`src/rtl/wb_pkg.sv`:
```
// Shared types and constants for the register-file write-back front end.
package wb_pkg;

  typedef logic [4:0] reg_addr_t;

  localparam int unsigned NUM_REGS = 32;
  localparam reg_addr_t   ZERO_REG = 5'd0;
  localparam int unsigned WB_N     = 8;

  typedef struct packed {
    reg_addr_t       rd;
    logic [WB_N-1:0] data;
  } wb_entry_t;

  function automatic logic [NUM_REGS-1:0] reg_onehot(input reg_addr_t a);
    return NUM_REGS'(1) << a;
  endfunction

endpackage

```
`src/rtl/wb_fifo.sv`:
```
// Circular FIFO holding pending register writes; exposes every slot and its
// valid bit so the top level can build the pending-register vector.
module wb_fifo
  import wb_pkg::*;
#(
  parameter int unsigned DEPTH = 4,
  parameter int unsigned W     = 13
) (
  input  logic                         clk_i,
  input  logic                         reset_i,
  input  logic                         push_i,
  input  logic                         pop_i,
  input  logic [W-1:0]                 din_i,
  output logic [W-1:0]                 dout_o,
  output logic                         full_o,
  output logic                         empty_o,
  output logic [$clog2(DEPTH+1)-1:0]   count_o,
  output logic [DEPTH*W-1:0]           entries_o,
  output logic [DEPTH-1:0]             valid_o
);

  localparam int unsigned PW = $clog2(DEPTH);
  localparam int unsigned CW = $clog2(DEPTH+1);

  logic [W-1:0]  mem_q [DEPTH];
  logic [PW-1:0] wr_ptr_q, rd_ptr_q;
  logic [CW-1:0] count_q;
  logic [DEPTH-1:0] valid_q;
  logic do_push, do_pop;

  assign full_o  = (count_q == CW'(DEPTH));
  assign empty_o = (count_q == '0);
  assign count_o = count_q;
  assign valid_o = valid_q;
  assign dout_o  = mem_q[rd_ptr_q];

  // Both gates use the state at cycle start, so a pop never frees a slot
  // for a push in the same cycle.
  assign do_push = push_i && !full_o;
  assign do_pop  = pop_i && !empty_o;

  always_comb begin
    entries_o = '0;
    for (int unsigned i = 0; i < DEPTH; i++) begin
      entries_o[i*W +: W] = mem_q[i];
    end
  end

  always_ff @(posedge clk_i) begin
    if (reset_i) begin
      wr_ptr_q <= '0;
      rd_ptr_q <= '0;
      count_q  <= '0;
      valid_q  <= '0;
    end else begin
      if (do_push) begin
        mem_q[wr_ptr_q]   <= din_i;
        valid_q[wr_ptr_q] <= 1'b1;
        wr_ptr_q          <= wr_ptr_q + PW'(1);
      end
      if (do_pop) begin
        valid_q[rd_ptr_q] <= 1'b0;
        rd_ptr_q          <= rd_ptr_q + PW'(1);
      end
      case ({do_push, do_pop})
        2'b10:   count_q <= count_q + CW'(1);
        2'b01:   count_q <= count_q - CW'(1);
        default: count_q <= count_q;
      endcase
    end
  end

endmodule

```
`src/rtl/reg_writeback.sv`:
```
// Write-side front end of the register file: arbitrates ALU/load results into
// a FIFO and drains one write per cycle onto the regs write port.
module reg_writeback
  import wb_pkg::*;
#(
  parameter int unsigned n     = 8,
  parameter int unsigned DEPTH = 4
) (
  input  logic                       clk,
  input  logic                       reset,
  input  logic                       alu_valid,
  output logic                       alu_ready,
  input  logic [4:0]                 alu_rd,
  input  logic [n-1:0]               alu_data,
  input  logic                       mem_valid,
  output logic                       mem_ready,
  input  logic [4:0]                 mem_rd,
  input  logic [n-1:0]               mem_data,
  input  logic                       hold,
  output logic                       w,
  output logic [4:0]                 Rd,
  output logic [n-1:0]               w_data,
  output logic [31:0]                pending,
  output logic [$clog2(DEPTH+1)-1:0] count
);

  typedef struct packed {
    reg_addr_t    rd;
    logic [n-1:0] data;
  } entry_t;

  localparam int unsigned EW = $bits(entry_t);

  entry_t           push_entry, head;
  logic             accept, push, pop, full, empty;
  logic [DEPTH*EW-1:0] entries;
  logic [DEPTH-1:0] valid;

  logic             w_q, w_d;
  reg_addr_t        rd_q, rd_d;
  logic [n-1:0]     data_q, data_d;

  // Load results are older instructions and always win the single push slot.
  always_comb begin
    mem_ready  = !reset && !full;
    alu_ready  = !reset && !full && !mem_valid;
    push_entry = mem_valid ? entry_t'{rd: mem_rd, data: mem_data}
                           : entry_t'{rd: alu_rd, data: alu_data};
    accept     = (mem_valid && mem_ready) || (alu_valid && alu_ready);
    push       = accept && (push_entry.rd != ZERO_REG);
    pop        = !hold && !empty;
  end

  wb_fifo #(
    .DEPTH(DEPTH),
    .W    (EW)
  ) u_fifo (
    .clk_i    (clk),
    .reset_i  (reset),
    .push_i   (push),
    .pop_i    (pop),
    .din_i    (push_entry),
    .dout_o   (head),
    .full_o   (full),
    .empty_o  (empty),
    .count_o  (count),
    .entries_o(entries),
    .valid_o  (valid)
  );

  always_comb begin
    w_d    = pop;
    rd_d   = pop ? head.rd : '0;
    data_d = pop ? head.data : '0;
  end

  always_ff @(posedge clk) begin
    if (reset) begin
      w_q    <= 1'b0;
      rd_q   <= '0;
      data_q <= '0;
    end else begin
      w_q    <= w_d;
      rd_q   <= rd_d;
      data_q <= data_d;
    end
  end

  assign w      = w_q;
  assign Rd     = rd_q;
  assign w_data = data_q;

  always_comb begin
    entry_t slot;
    slot    = '0;
    pending = '0;
    for (int unsigned i = 0; i < DEPTH; i++) begin
      slot = entries[i*EW +: EW];
      if (valid[i]) pending = pending | reg_onehot(slot.rd);
    end
    if (w_q) pending = pending | reg_onehot(rd_q);
    pending[0] = 1'b0;
  end

endmodule
```
`config.mk`:
```
export PLATFORM = sky130hd
export DESIGN_NAME = reg_writeback
export DESIGN_NICKNAME = d
export VERILOG_FILES = /design/src/rtl/wb_pkg.sv /design/src/rtl/wb_fifo.sv /design/src/rtl/reg_writeback.sv
export SDC_FILE = /design/constraint.sdc
export NUM_CORES = 1
export LEC_CHECK = 0
export BUFFER_PORTS_ARGS = -buffer_cell sky130_fd_sc_hd__buf_2
export CAP_MARGIN = 20
export CORE_MARGIN = 3
export CORE_UTILIZATION = 40
export DETAILED_ROUTE_END_ITERATION = 16
export MAX_ROUTING_LAYER = met4
export PLACE_DENSITY = 0.74
export SLEW_MARGIN = 20
export SYNTH_ARGS = -nofsm -noshare
export SYNTH_HDL_FRONTEND = slang
export SYNTH_SLANG_ARGS = --single-unit
```
`constraint.sdc`:
```
create_clock -name clk -period 2.57 [get_ports clk]
set_clock_uncertainty 0.1 [all_clocks]
set_input_delay 0.514 -clock clk [delete_from_list [all_inputs] [get_ports clk]]
set_output_delay 0.514 -clock clk [all_outputs]
set_load 0.005 [all_outputs]
```
==> parameters.txt, run 1 <==
Parameter                              Value

Timing
  Count of pins over their slew limit    0
  Final setup TNS    0 ps
  Final critical-path share of the clock period    97.6%
  Setup-failing EPs final    0
  Unrepaired setup endpoints after global routing    true
  Slew HR    44.7%
  Final hold viol count    0
  Minimum period implied by the final worst setup slack    2510 ps
  Timing-limited maximum frequency    399 MHz
  Slew of the pin with the lowest slew margin    828 ps

Cells and area
  Final net count    576
  Total inserted antenna cells    0
  Most frequent standard cell in the layout excluding fill and tap cells    sky130_fd_sc_hd__buf_2
  Synthesis-to-finish area growth    24.3%
  Proportion of layout cells with a drive suffix above 1    32.8%
  Post-Layout Cell Count    680
  Fin area    5660 um2
  Commonest non-fill, non-tap cells in the layout    80 x sky130_fd_sc_hd__buf_2, 52 x sky130_fd_sc_hd__edfxtp_1, 42 x sky130_fd_sc_hd__buf_4

Synth
  Most used flip-flop cell after synthesis    sky130_fd_sc_hd__edfxtp_1
  Post-synth top area cell    sky130_fd_sc_hd__edfxtp_1
  Sequential cell area fraction in the yosys report    45.3%
  Share of flip-flops with an asynchronous set or reset    0%
  Most area-consuming cells after synthesis    sky130_fd_sc_hd__edfxtp_1 34%, sky130_fd_sc_hd__dfxtp_1 11%, sky130_fd_sc_hd__mux4_1 4.0%
  Synth Instances    427
  Count of cell types in the netlist    56
  Post-Syn Area per Cell    10.7 um2
  Share of the synthesized area in the top cell type    34.3%
  Ys Warns    0
  Number of flops mapped to enable cells by yosys    52
  Synthesized Nets    468
  Post-synthesis sequential element count    77
  Post-synthesis instance area    4550 um2

Placed design
  Instance area after placement    5250 um2
  IO buf count    80
  Detail Placement HPWL    10.1 mm
  Routability congestion estimate from global placement    0.973
  Dpl cells    657

Power and ir drop
  Total chip power    4180 uW
  Leakage Power    0.00220 uW
  Power density normalized to cell area    738 nW/um2
  VDD IR max    0.649 mV

GRT
  Pin count of the biggest net entering global routing    18
  Via count of the first global-routing pass    4055
  Antenna violations before repair    0
  Global-route wire length before repair    21.7 mm
  All-Layer GR Usage    22.5%
  Grt total ovfl    0

Drt
  Overall via count from detail_route    4080
  Number of design-rule violations left by the first detailed-router iteration    524
  Count of TritonRoute iterations in the first routing pass    7
  Average wire length per cell after detail routing    20.5 um
  Detailed-route wire length    13.9 mm
  Antenna violation net count after detailed routing    0
  Vias/cell    6.00
  Total DRC errors in the routed layout    0

Worst setup path
  Crit Path Class    reg2out
  Critical path endpoint category    primary output
  Cell with the biggest individual delay on the critical path    sky130_fd_sc_hd__edfxtp_1
  Buffers plus inverters on the worst setup path    2
  Reg2Reg Depth    10
  CP Launch Type    register
  Signal arrival time at the worst endpoint    1900 ps
  Depth of the critical timing path with buffers and inverters included    5
  WP data required    1960 ps
  Cells along the critical path    nor3_1 > buf_4 > a22o_1 > or4_1 > buf_2
  Delay contributed by the slowest stage of the critical path    520 ps
  Largest fanout on the critical path    9
  Worst path top cell family by delay    simple AND/OR/NAND/NOR gates

Die
  Overall die area    12700 um2
  Floorplan row count    38
  Height of the die    113 um
  Count of pins on the block boundary    82
  Area inside the core boundary    11000 um2
  Initial core utilization    41.5%
  Width of the die    113 um

Run status
  Result of the run    finished, final reports clean

Hold path
  Worst min-delay path class    in2reg
  Number of cells traversed by the worst hold path    3

Clock tree
  Maximum buffer depth of the clock tree    2
  Number of buffers created by CTS    9
  Clock latency reported for the late side of the worst-skew pair    330 ps
  Clock tree root driver cell    sky130_fd_sc_hd__clkbuf_16
  TritonCTS clock tree    yes
  CTS sink cnt    77
  Clock H-tree levels    3
  CTS clock-pin slew for the worst setup and hold paths    60 ps

Run
  Number of maximum-capacitance violations    0
==> report_power, final <==
| part | switching, uW | internal, uW | total (uW) |
|---|---|---|---|
| sequential | 185 | 1520 | 1710 |
| combinational | 595 | 530 | 1130 |
| clock | 490 | 853 | 1340 |
| total | 1270 | 2910 | 4180 |
==> area by class of cell <==
type                            count  area (um2)
Fill cell                         964        5320
Multi-Input combinational cell    314        2340
Sequential cell                    77        2060
Timing Repair Buffer              122         716
Clock buffer                        9         225
Tap cell                          140         175
Clock inverter                      7        96.3
Inverter                           11        41.3
==> through the flow <==
step                hold slack, ps  setup slack (ps)  util [%]
global route                   438             -15.5      51.5
finish                         436              60.8      51.5
floorplan                      376              22.2         -
CTS                            431              32.8      50.7
global placement               393             -32.2      47.8
detailed placement             402              -139      47.8
==> registers in the layout (all words and copies together), names as in the netlist <==
signal and cells:
Rd 5, u_fifo.count_o 3, u_fifo.mem_q 52, u_fifo.rd_ptr_q 2, u_fifo.valid_o 4, u_fifo.wr_ptr_q 2
w 1, w_data 8
==> logic make-up (layout without fill, tap and decap cells) <==
kind of cell             after synthesis  in the layout  share of synthesized area, %
AND/OR/NAND/NOR                      193            193                          23.8
AO/OA/AOI/OAI                         81             81                          13.0
flip-flops                            77             77                          45.3
buffers and inverters                 36            149                          4.09
multiplexers                          26             26                          10.2
adder cells (fa/ha/maj)               10             10                          2.91
XOR/XNOR                               3              3                         0.577
other                                  1              1                        0.0824
==> worst register-to-register path, delay by kind of cell (launching register included) <==
kind / cells / cell delay [ps]
xor+xnor: 1 / 160
buf+inv: 2 / 110
compound gates: 2 / 250
fa+ha+maj: 2 / 520
simple gates: 3 / 730
flops: 1 / 340
==> metal layers <==
metal	routed length (um)	GRT usage (%)	up-vias
li1	-	-	1859
met1	5590	28.6	1888
met2	6400	33.8	280
met3	1430	4.81	53
met4	505	12.2	0
met5	0	-	-
==> what timing repair did <==
item                                    in CTS  in global routing
pin swaps                                    0                  1
hold buffers                                 0                  0
endpoints found under the setup margin       4                 17
buffers inserted                             0                  7
resized for setup                            1                 12
==> Yosys cell counts, drive strengths merged, types with 2 or more instances <==
| cell | instances |
|---|---|
| o21ai | 4 |
| a32oi | 2 |
| a211oi | 2 |
| o21a | 4 |
| and3 | 5 |
| xor2 | 2 |
| nor3b | 4 |
| o22ai | 13 |
| dfxtp | 25 |
| o211ai | 2 |
| inv | 11 |
| clkbuf | 6 |
| nor2b | 23 |
| nand4b | 12 |
| o311ai | 2 |
| nor4b | 3 |
| ha | 9 |
| mux2 | 13 |
| nand2b | 17 |
| edfxtp | 52 |
| buf | 19 |
| a221oi | 6 |
| nand2 | 28 |
| a21oi | 14 |
| and2 | 4 |
| nand3 | 18 |
| nor2 | 39 |
| a31oi | 3 |
| nor4 | 4 |
| nor3 | 25 |
| o22a | 2 |
| a211o | 2 |
| mux4 | 13 |
| nand4 | 5 |
| a22oi | 17 |
| o221ai | 5 |
| or3 | 4 |
==> worst paths after layout <==
check	slack, ps	to	startpoint
hold / removal	440	u_fifo.rd_ptr_q[1]	hold
setup / recovery	60	pending[24]	u_fifo.mem_q[3][8]
setup reg to reg	280	u_fifo.count_o[2]	u_fifo.count_o[1]
hold reg to reg	450	u_fifo.wr_ptr_q[0]	u_fifo.wr_ptr_q[0]
Note: power is estimated with default switching activity, not from simulation.
==> run 2: changes to the inputs <==
--- a/config.mk
+++ b/config.mk
@@ -8,10 +8,10 @@
 export BUFFER_PORTS_ARGS = -buffer_cell sky130_fd_sc_hd__buf_2
 export CAP_MARGIN = 20
 export CORE_MARGIN = 3
-export CORE_UTILIZATION = 40
+export CORE_UTILIZATION = 32
 export DETAILED_ROUTE_END_ITERATION = 16
 export MAX_ROUTING_LAYER = met4
-export PLACE_DENSITY = 0.74
+export PLACE_DENSITY = 0.64
 export SLEW_MARGIN = 20
 export SYNTH_ARGS = -nofsm -noshare
 export SYNTH_HDL_FRONTEND = slang
==> run 2 against run 1 <==
  * Routed wire length increased by 0.66%
  * Highest routed layer unchanged
  * Largest power group unchanged
  * Flip-flop and latch count unchanged
  * Maximum frequency decreased by 1.2%
==> parameters.txt, run 2 (synthesis gave the netlist of run 1 again) <==
Parameter                              Value

Worst setup path
  CP Launch Type    register
  Depth of the critical timing path with buffers and inverters included    6 (+1)
  Reg2Reg Depth    10 (unchanged)
  Endpoint of the lowest-slack register-to-register path    u_fifo.count_o[2]
  Critical Path Start    u_fifo.mem_q[1][12]
  Signal arrival time at the worst endpoint    1930 ps (+30 ps)
  Cell with the biggest individual delay on the critical path    sky130_fd_sc_hd__edfxtp_1
  Critical path endpoint category    primary output
  Source of the worst register-to-register timing path    u_fifo.count_o[1]
  Largest fanout on the critical path    5 (-4)
  Cells along the critical path    buf_4 > nand4b_1 > nor3_1 > a221oi_2 > o311ai_1 > buf_2
  End of the critical path    pending[10]
  Crit Path Class    reg2out
  Worst path top cell family by delay    simple AND/OR/NAND/NOR gates
  Setup slack of the most critical reg-to-reg path    220 ps (-60 ps)
  Buffers plus inverters on the worst setup path    2 (unchanged)
  Delay contributed by the slowest stage of the critical path    450 ps (-70 ps)
  WP data required    1960 ps (about the same)

GRT
  Antenna violations before repair    0 (unchanged)
  Global-route wire length before repair    21.2 mm (-2.4%)
  Grt total ovfl    0 (unchanged)
  Via count of the first global-routing pass    3904 (-3.7%)
  Pin count of the biggest net entering global routing    18 (unchanged)
  All-Layer GR Usage    17.4% (-5.1 points)

Die
  Overall die area    15700 um2 (+24%)
  Area inside the core boundary    13600 um2 (+23%)
  Floorplan row count    42 (+11%)
  Width of the die    125 um (+11%)
  Initial core utilization    33.6% (-7.9 points)
  Height of the die    125 um (+11%)
  Count of pins on the block boundary    82 (unchanged)

Placed design
  IO buf count    80 (unchanged)
  Detail Placement HPWL    10.6 mm (+4.3%)
  Dpl cells    699 (+6.4%)
  Routability congestion estimate from global placement    0.966 (-0.79%)

Clock tree
  Maximum buffer depth of the clock tree    2 (unchanged)
  CTS clock-pin slew for the worst setup and hold paths    60 ps (about the same)
  Clock H-tree levels    3 (unchanged)
  Clock latency reported for the late side of the worst-skew pair    320 ps (about the same)
  Number of hold buffers added after CTS    0 (unchanged)
  CTS sink cnt    77 (unchanged)
  Clock tree root driver cell    sky130_fd_sc_hd__clkbuf_16
  Number of buffers created by CTS    9 (unchanged)
  TritonCTS clock tree    yes

Hold path
  Worst min-delay path class    reg2reg

Run
  Number of maximum-capacitance violations    0 (unchanged)

Drt
  Detailed-route wire length    14.0 mm (+0.66%)
  Vias/cell    5.59 (-6.9%)
  Count of TritonRoute iterations in the first routing pass    5 (-2)
  Number of design-rule violations left by the first detailed-router iteration    379 (-28%)
  Antenna violation net count after detailed routing    0 (unchanged)
  Total DRC errors in the routed layout    0 (unchanged)
  Average wire length per cell after detail routing    19.3 um (-5.8%)
  Overall via count from detail_route    4061 (-0.47%)

Run status
  Result of the run    finished, final reports clean

Cells and area
  Commonest non-fill, non-tap cells in the layout    80 x sky130_fd_sc_hd__buf_2, 53 x sky130_fd_sc_hd__buf_4, 52 x sky130_fd_sc_hd__edfxtp_1
  Final net count    587 (+1.9%)
  Synthesis-to-finish area growth    25.6%
  Largest register FFs    52 (unchanged)
  Layout fillers    1314 (+36%)
  Post-Layout Cell Count    727 (+6.9%)
  Core Util, Final    42.2% (-9.4 points)
  Reg with most FFs    u_fifo.mem_q
  Most frequent standard cell in the layout excluding fill and tap cells    sky130_fd_sc_hd__buf_2
  Total inserted antenna cells    0 (unchanged)
  Proportion of layout cells with a drive suffix above 1    32.7% (-0.11 points)

Timing
  Final critical-path share of the clock period    98.8% (+1.2 points)
  Timing-limited maximum frequency    394 MHz (-1.2%)
  Minimum period implied by the final worst setup slack    2540 ps (+29.9 ps)
  Final hold viol count    0 (unchanged)
  Setup-failing EPs final    0 (unchanged)
  Slew HR    45.9% (+1.2 points)
  Slew of the pin with the lowest slew margin    810 ps (-18.3 ps)
  Count of pins over their slew limit    0 (unchanged)
  Final setup TNS    0 ps (unchanged)

Power and ir drop
  Leakage Power    0.00224 uW (+1.8%)
  Total chip power    4030 uW (-3.5%)
  VDD IR max    0.452 mV (-30%)
  Power density normalized to cell area    705 nW/um2 (-4.5%)
## run 2: changes by cell type in the layout (fill, tap and decap cells not counted), sizes merged
cell and delta:
buf +11, clkinvlp -1, clkinv +2, bufinv -2
inv +1
## run 2: area by class of cell
| class | count | area [um2] | share of cell area, % |
|---|---|---|---|
| Inverter | 11 | 41.3 | 0.722 |
| Tap cell | 176 | 220 | 3.85 |
| Multi-Input combinational cell | 314 | 2310 | 40.5 |
| Clock inverter | 7 | 57.6 | 1.01 |
| Timing Repair Buffer | 133 | 798 | 14.0 |
| Sequential cell | 77 | 2060 | 36.1 |
| Clock buffer | 9 | 225 | 3.94 |
## run 2: timing repair
item,4_1_cts,5_1_grt
gates resized for setup,0,4
buffers inserted,2,10
pin swaps,0,2
endpoints found under the setup margin,1,10
hold endpoints to repair,0,0
## run 2: through the flow
| step | instance area (um2) | hold WS (ps) | setup slack, ps |
|---|---|---|---|
| after floorplan | 4550 | 376 | 22.2 |
| after global placement | 5340 | 389 | -35.6 |
| after detailed placement | 5340 | 411 | -100 |
| after CTS | 5630 | 419 | 11.4 |
| after global routing | 5720 | 441 | -24.3 |
| final | 5720 | 421 | 30.9 |
## run 2: power breakdown
| part | switching [uW] | total, uW | leakage [uW] | internal, uW |
|---|---|---|---|---|
| logic | 571 | 1120 | 0.00142 | 554 |
| clock network | 500 | 1170 | 0.000140 | 668 |
| registers | 213 | 1740 | 0.000678 | 1520 |
## run 2: worst register-to-register path, cell delays in order, from the launching register on
cell	delay (ps)
sky130_fd_sc_hd__dfxtp_1	350
sky130_fd_sc_hd__nor2_1	290
sky130_fd_sc_hd__a221oi_4	120
sky130_fd_sc_hd__and2_1	190
sky130_fd_sc_hd__inv_1	60
sky130_fd_sc_hd__ha_1	150
sky130_fd_sc_hd__inv_1	60
sky130_fd_sc_hd__fa_1	380
sky130_fd_sc_hd__xor2_1	160
sky130_fd_sc_hd__or3_1	300
sky130_fd_sc_hd__a21oi_1	130
## run 2: how the worst min path moves through the flow
stage,from,end,slack (ps),cells after the start
after floorplan,u_fifo.wr_ptr_q[0],u_fifo.wr_ptr_q[0],380,2
after global routing,mem_data[4],u_fifo.mem_q[0][4],440,2
after CTS,u_fifo.wr_ptr_q[0],u_fifo.wr_ptr_q[0],420,2
after global placement,u_fifo.wr_ptr_q[0],u_fifo.wr_ptr_q[0],390,2
after detailed placement,u_fifo.wr_ptr_q[0],u_fifo.wr_ptr_q[0],410,2
final,u_fifo.wr_ptr_q[0],u_fifo.wr_ptr_q[0],420,2
## run 2: routing by layer
layer	wire length (um)	up-vias	track usage (%)
met5	0	-	-
met4	275	0	5.87
met3	923	27	2.64
met2	6550	203	27.0
met1	6260	1952	23.5
li1	-	1879	-
==> run 3: changes to the inputs <==
--- a/config.mk
+++ b/config.mk
@@ -5,13 +5,14 @@
 export SDC_FILE = /design/constraint.sdc
 export NUM_CORES = 1
 export LEC_CHECK = 0
+export ABC_AREA = 1
 export BUFFER_PORTS_ARGS = -buffer_cell sky130_fd_sc_hd__buf_2
 export CAP_MARGIN = 20
 export CORE_MARGIN = 3
-export CORE_UTILIZATION = 32
+export CORE_UTILIZATION = 51
 export DETAILED_ROUTE_END_ITERATION = 16
 export MAX_ROUTING_LAYER = met4
-export PLACE_DENSITY = 0.64
+export PLACE_DENSITY = 0.88
 export SLEW_MARGIN = 20
 export SYNTH_ARGS = -nofsm -noshare
 export SYNTH_HDL_FRONTEND = slang
==> run 3 against run 2 <==
  * Core utilization grew 21 points
  * Combinational power is essentially flat
  * Worst hold slack lost 180 ps
  * Maximum frequency is essentially flat
  * Total power shrank 10%
  * Register-to-register slack gained 170 ps
  * Critical path type unchanged
==> parameters.txt, run 3 <==
Parameter                              Value

Run status
  Result of the run    finished, final reports clean

Die
  Overall die area    10400 um2 (-34%)
  Initial core utilization    53.1% (+20 points)
  Width of the die    102 um (-19%)
  Count of pins on the block boundary    82 (unchanged)
  Area inside the core boundary    8810 um2 (-35%)
  Floorplan row count    34 (-19%)
  Height of the die    102 um (-19%)

Timing
  Count of pins over their slew limit    0 (unchanged)
  Slew HR    62.7% (+17 points)
  Final critical-path share of the clock period    98.7% (about the same)
  Setup-failing EPs final    0 (unchanged)
  Timing-limited maximum frequency    394 MHz (about the same)
  Unrepaired setup endpoints after global routing    true
  Worst hold slack after final layout    244 ps (-176 ps)
  Slew of the pin with the lowest slew margin    558 ps (-252 ps)
  Minimum period implied by the final worst setup slack    2540 ps (-2.33 ps)
  Final hold viol count    0 (unchanged)

Power and ir drop
  Sw frac    36.7% (+4.8 points)
  Power density normalized to cell area    646 nW/um2 (-8.4%)
  Net switching power of the design    1320 uW (+3.1%)
  Proportion of power drawn by combinational gates    31.5% (+3.6 points)
  VDD IR max    0.630 mV (+39%)
  Internal power contribution    2290 uW (-17%)
  Sequential fraction of design power    43.9% (+0.8 points)
  Clock share of power    24.6% (-4.4 points)
  Leakage Power    0.00248 uW (+11%)

Synth
  Post-Syn Area per Cell    7.64 um2 (-28%)
  Main combinational cell family by area after synthesis    simple AND/OR/NAND/NOR gates
  Synth Instances    612 (+43%)
  Most area-consuming cells after synthesis    sky130_fd_sc_hd__edfxtp_1 33%, sky130_fd_sc_hd__dfxtp_1 11%, sky130_fd_sc_hd__nand2_1 9.6%
  Cell types with the highest counts after synthesis    120 x sky130_fd_sc_hd__nand2_1, 95 x sky130_fd_sc_hd__nor2_1, 63 x sky130_fd_sc_hd__inv_1
  Share of the synthesized area in the top cell type    33.4% (-0.90 points)
  Share of synthesized cell area in full adder, half adder and majority cells    2.84% (-0.076 points)
  Simple-gate share of the synthesized area    31.2% (+7.4 points)
  Leading cell type by number of instances after synthesis    sky130_fd_sc_hd__nand2_1
  Most used flip-flop cell after synthesis    sky130_fd_sc_hd__edfxtp_1
  Number of flops mapped to enable cells by yosys    52 (unchanged)
  Ys Warns    0 (unchanged)
  Sequential cell area fraction in the yosys report    44.1% (-1.2 points)
  Fraction of the mapped netlist area in compound gates    14.0% (+1.0 points)
  Synthesized Nets    653 (+40%)
  Count of cell types in the netlist    39 (-30%)
  Post-synthesis share of cell area spent on xor and xnor gates    0% (-0.58 points)
  Post-synthesis sequential element count    77 (unchanged)
  Post-synth top area cell    sky130_fd_sc_hd__edfxtp_1
  Multiplexer share of the synthesized area    0% (-10 points)
  Post-synthesis instance area    4680 um2 (+2.7%)
  Share of flip-flops with an asynchronous set or reset    0% (unchanged)

Worst setup path
  Critical path endpoint category    primary output
  Signal arrival time at the worst endpoint    1920 ps (about the same)
  Crit Path Class    reg2out
  WP data required    1960 ps (about the same)
  Largest fanout on the critical path    6 (+1)
  CP Launch Type    register
  Reg2Reg Depth    12 (+2)

Placed design
  Detail Placement HPWL    12.2 mm (+15%)
  Routability congestion estimate from global placement    1.02 (+5.7%)
  IO buf count    80 (unchanged)
  Instance area after placement    5360 um2 (+0.52%)

Cells and area
  Final net count    758 (+29%)
  Layout fillers    724 (-45%)
  Most frequent standard cell in the layout excluding fill and tap cells    sky130_fd_sc_hd__nand2_1
  Commonest non-fill, non-tap cells in the layout    118 x sky130_fd_sc_hd__nand2_1, 93 x sky130_fd_sc_hd__nor2_1, 80 x sky130_fd_sc_hd__buf_2
  Largest register FFs    52 (unchanged)
  Total inserted antenna cells    0 (unchanged)
  Reg with most FFs    u_fifo.mem_q
  Synthesis-to-finish area growth    19.6%
  Fin area    5590 um2 (-2.2%)
  Proportion of layout cells with a drive suffix above 1    22.6% (-10 points)

Clock tree
  Post-CTS Setup Inserts    0 (-2)
  Clock latency reported for the late side of the worst-skew pair    340 ps (+20 ps)
  Clock H-tree levels    3 (unchanged)
  CTS clock-pin slew for the worst setup and hold paths    80 ps (+20 ps)
  Number of buffers created by CTS    9 (unchanged)
  Number of hold buffers added after CTS    0 (unchanged)
  CTS sink cnt    77 (unchanged)
  TritonCTS clock tree    yes
  Maximum buffer depth of the clock tree    2 (unchanged)
  Clock tree root driver cell    sky130_fd_sc_hd__clkbuf_8

Drt
  Overall via count from detail_route    4895 (+21%)
  Vias/cell    5.90 (+5.6%)
  Count of TritonRoute iterations in the first routing pass    8 (+3)
  Detailed-route wire length    16.5 mm (+18%)
  Total DRC errors in the routed layout    0 (unchanged)
  Antenna violation net count after detailed routing    0 (unchanged)
  Number of design-rule violations left by the first detailed-router iteration    514 (+36%)
  Average wire length per cell after detail routing    19.9 um (+3.0%)

GRT
  Grt met1 use    39.1% (+16 points)
  Global-route wire length before repair    24.7 mm (+16%)
  Pin count of the biggest net entering global routing    33 (+15)
  Antenna violations before repair    0 (unchanged)
  Via count of the first global-routing pass    4623 (+18%)
  Met3 usage    3.72% (+1.1 points)
  Met2 usage in global routing    54.8% (+28 points)
  Most Crowded Layer GR    met2
  Grt total ovfl    0 (unchanged)
  All-Layer GR Usage    33.0% (+16 points)

Hold path
  Worst min-delay path class    in2reg
  Number of cells traversed by the worst hold path    2 (unchanged)

Run
  Number of maximum-capacitance violations    0 (unchanged)
[run 3: cell count changes after synthesis, moves of 28 or more]
cell,before,now
sky130_fd_sc_hd__a21oi_1,14,47
sky130_fd_sc_hd__nand3_1,17,49
sky130_fd_sc_hd__inv_1,11,63
sky130_fd_sc_hd__nor2_1,38,95
sky130_fd_sc_hd__o21ai_0,3,31
sky130_fd_sc_hd__nand2_1,28,120
[run 3: area by class of cell]
class,instances,area (um2),share of cell area [%]
Tap cell,108,135,2.42
Clock buffer,11,163,2.91
Timing Repair Buffer,115,663,11.9
Multi-Input combinational cell,447,2280,40.7
Clock inverter,5,40.0,0.716
Sequential cell,77,2060,36.9
Inverter,67,251,4.50
[run 3: final timing paths]
check / startpoint / to / slack (ps)
max reg2reg: u_fifo.count_o[0] / u_fifo.count_o[2] / 390
min: reset / u_fifo.count_o[1] / 240
min reg2reg: u_fifo.valid_o[0] / u_fifo.valid_o[0] / 390
max: u_fifo.mem_q[2][12] / pending[4] / 30
[run 3: per-stage QoR]
step                std cells  util [%]  total power [uW]  setup slack (ps)  setup TNS, ps
global route              830      63.5              3790             -16.2          -16.2
global placement          814      60.9              2640              85.5              0
CTS                       830      63.2              3590              33.5              0
detailed placement        814      60.9              2680             -4.36          -4.36
finish                    830      63.5              3610              33.2              0
floorplan                 612         -              2270               199              0
[run 3: critical path, stage by stage, from the launching register on]
cell	delay, ps
sky130_fd_sc_hd__edfxtp_1	450
sky130_fd_sc_hd__nor2_2	420
sky130_fd_sc_hd__nand2_1	240
sky130_fd_sc_hd__o21a_1	230
sky130_fd_sc_hd__o2111ai_1	80
sky130_fd_sc_hd__buf_2	150
[run 3: cells by family (layout without fill, tap and decap cells)]
group           after synthesis  in the layout
compound gates              114            114
flops                        77             77
other cells                   1              1
simple gates                322            322
fa+ha+maj                    10             10
buf+inv                      88            198
[run 3: repair_timing]
action	CTS	global route
resized for setup	0	9
setup endpoints to repair	0	13
endpoints found under the hold margin	0	0
[run 3: metal layers]
metal	vias to the layer above	part of all wire, %
met4	0	5.4
li1	2289	-
met5	-	0
met3	62	8.1
met2	320	48
met1	2224	38
[run 3: power groups by stage]
stage | Combinational, uW | Clock [uW] | Sequential, uW
3_5_place_dp | 1080 | 0 | 1600
3_3_place_gp | 1050 | 0 | 1600
4_1_cts | 1110 | 896 | 1580
2_1_floorplan | 690 | 0 | 1590
6_report | 1140 | 887 | 1590
5_1_grt | 1250 | 940 | 1600
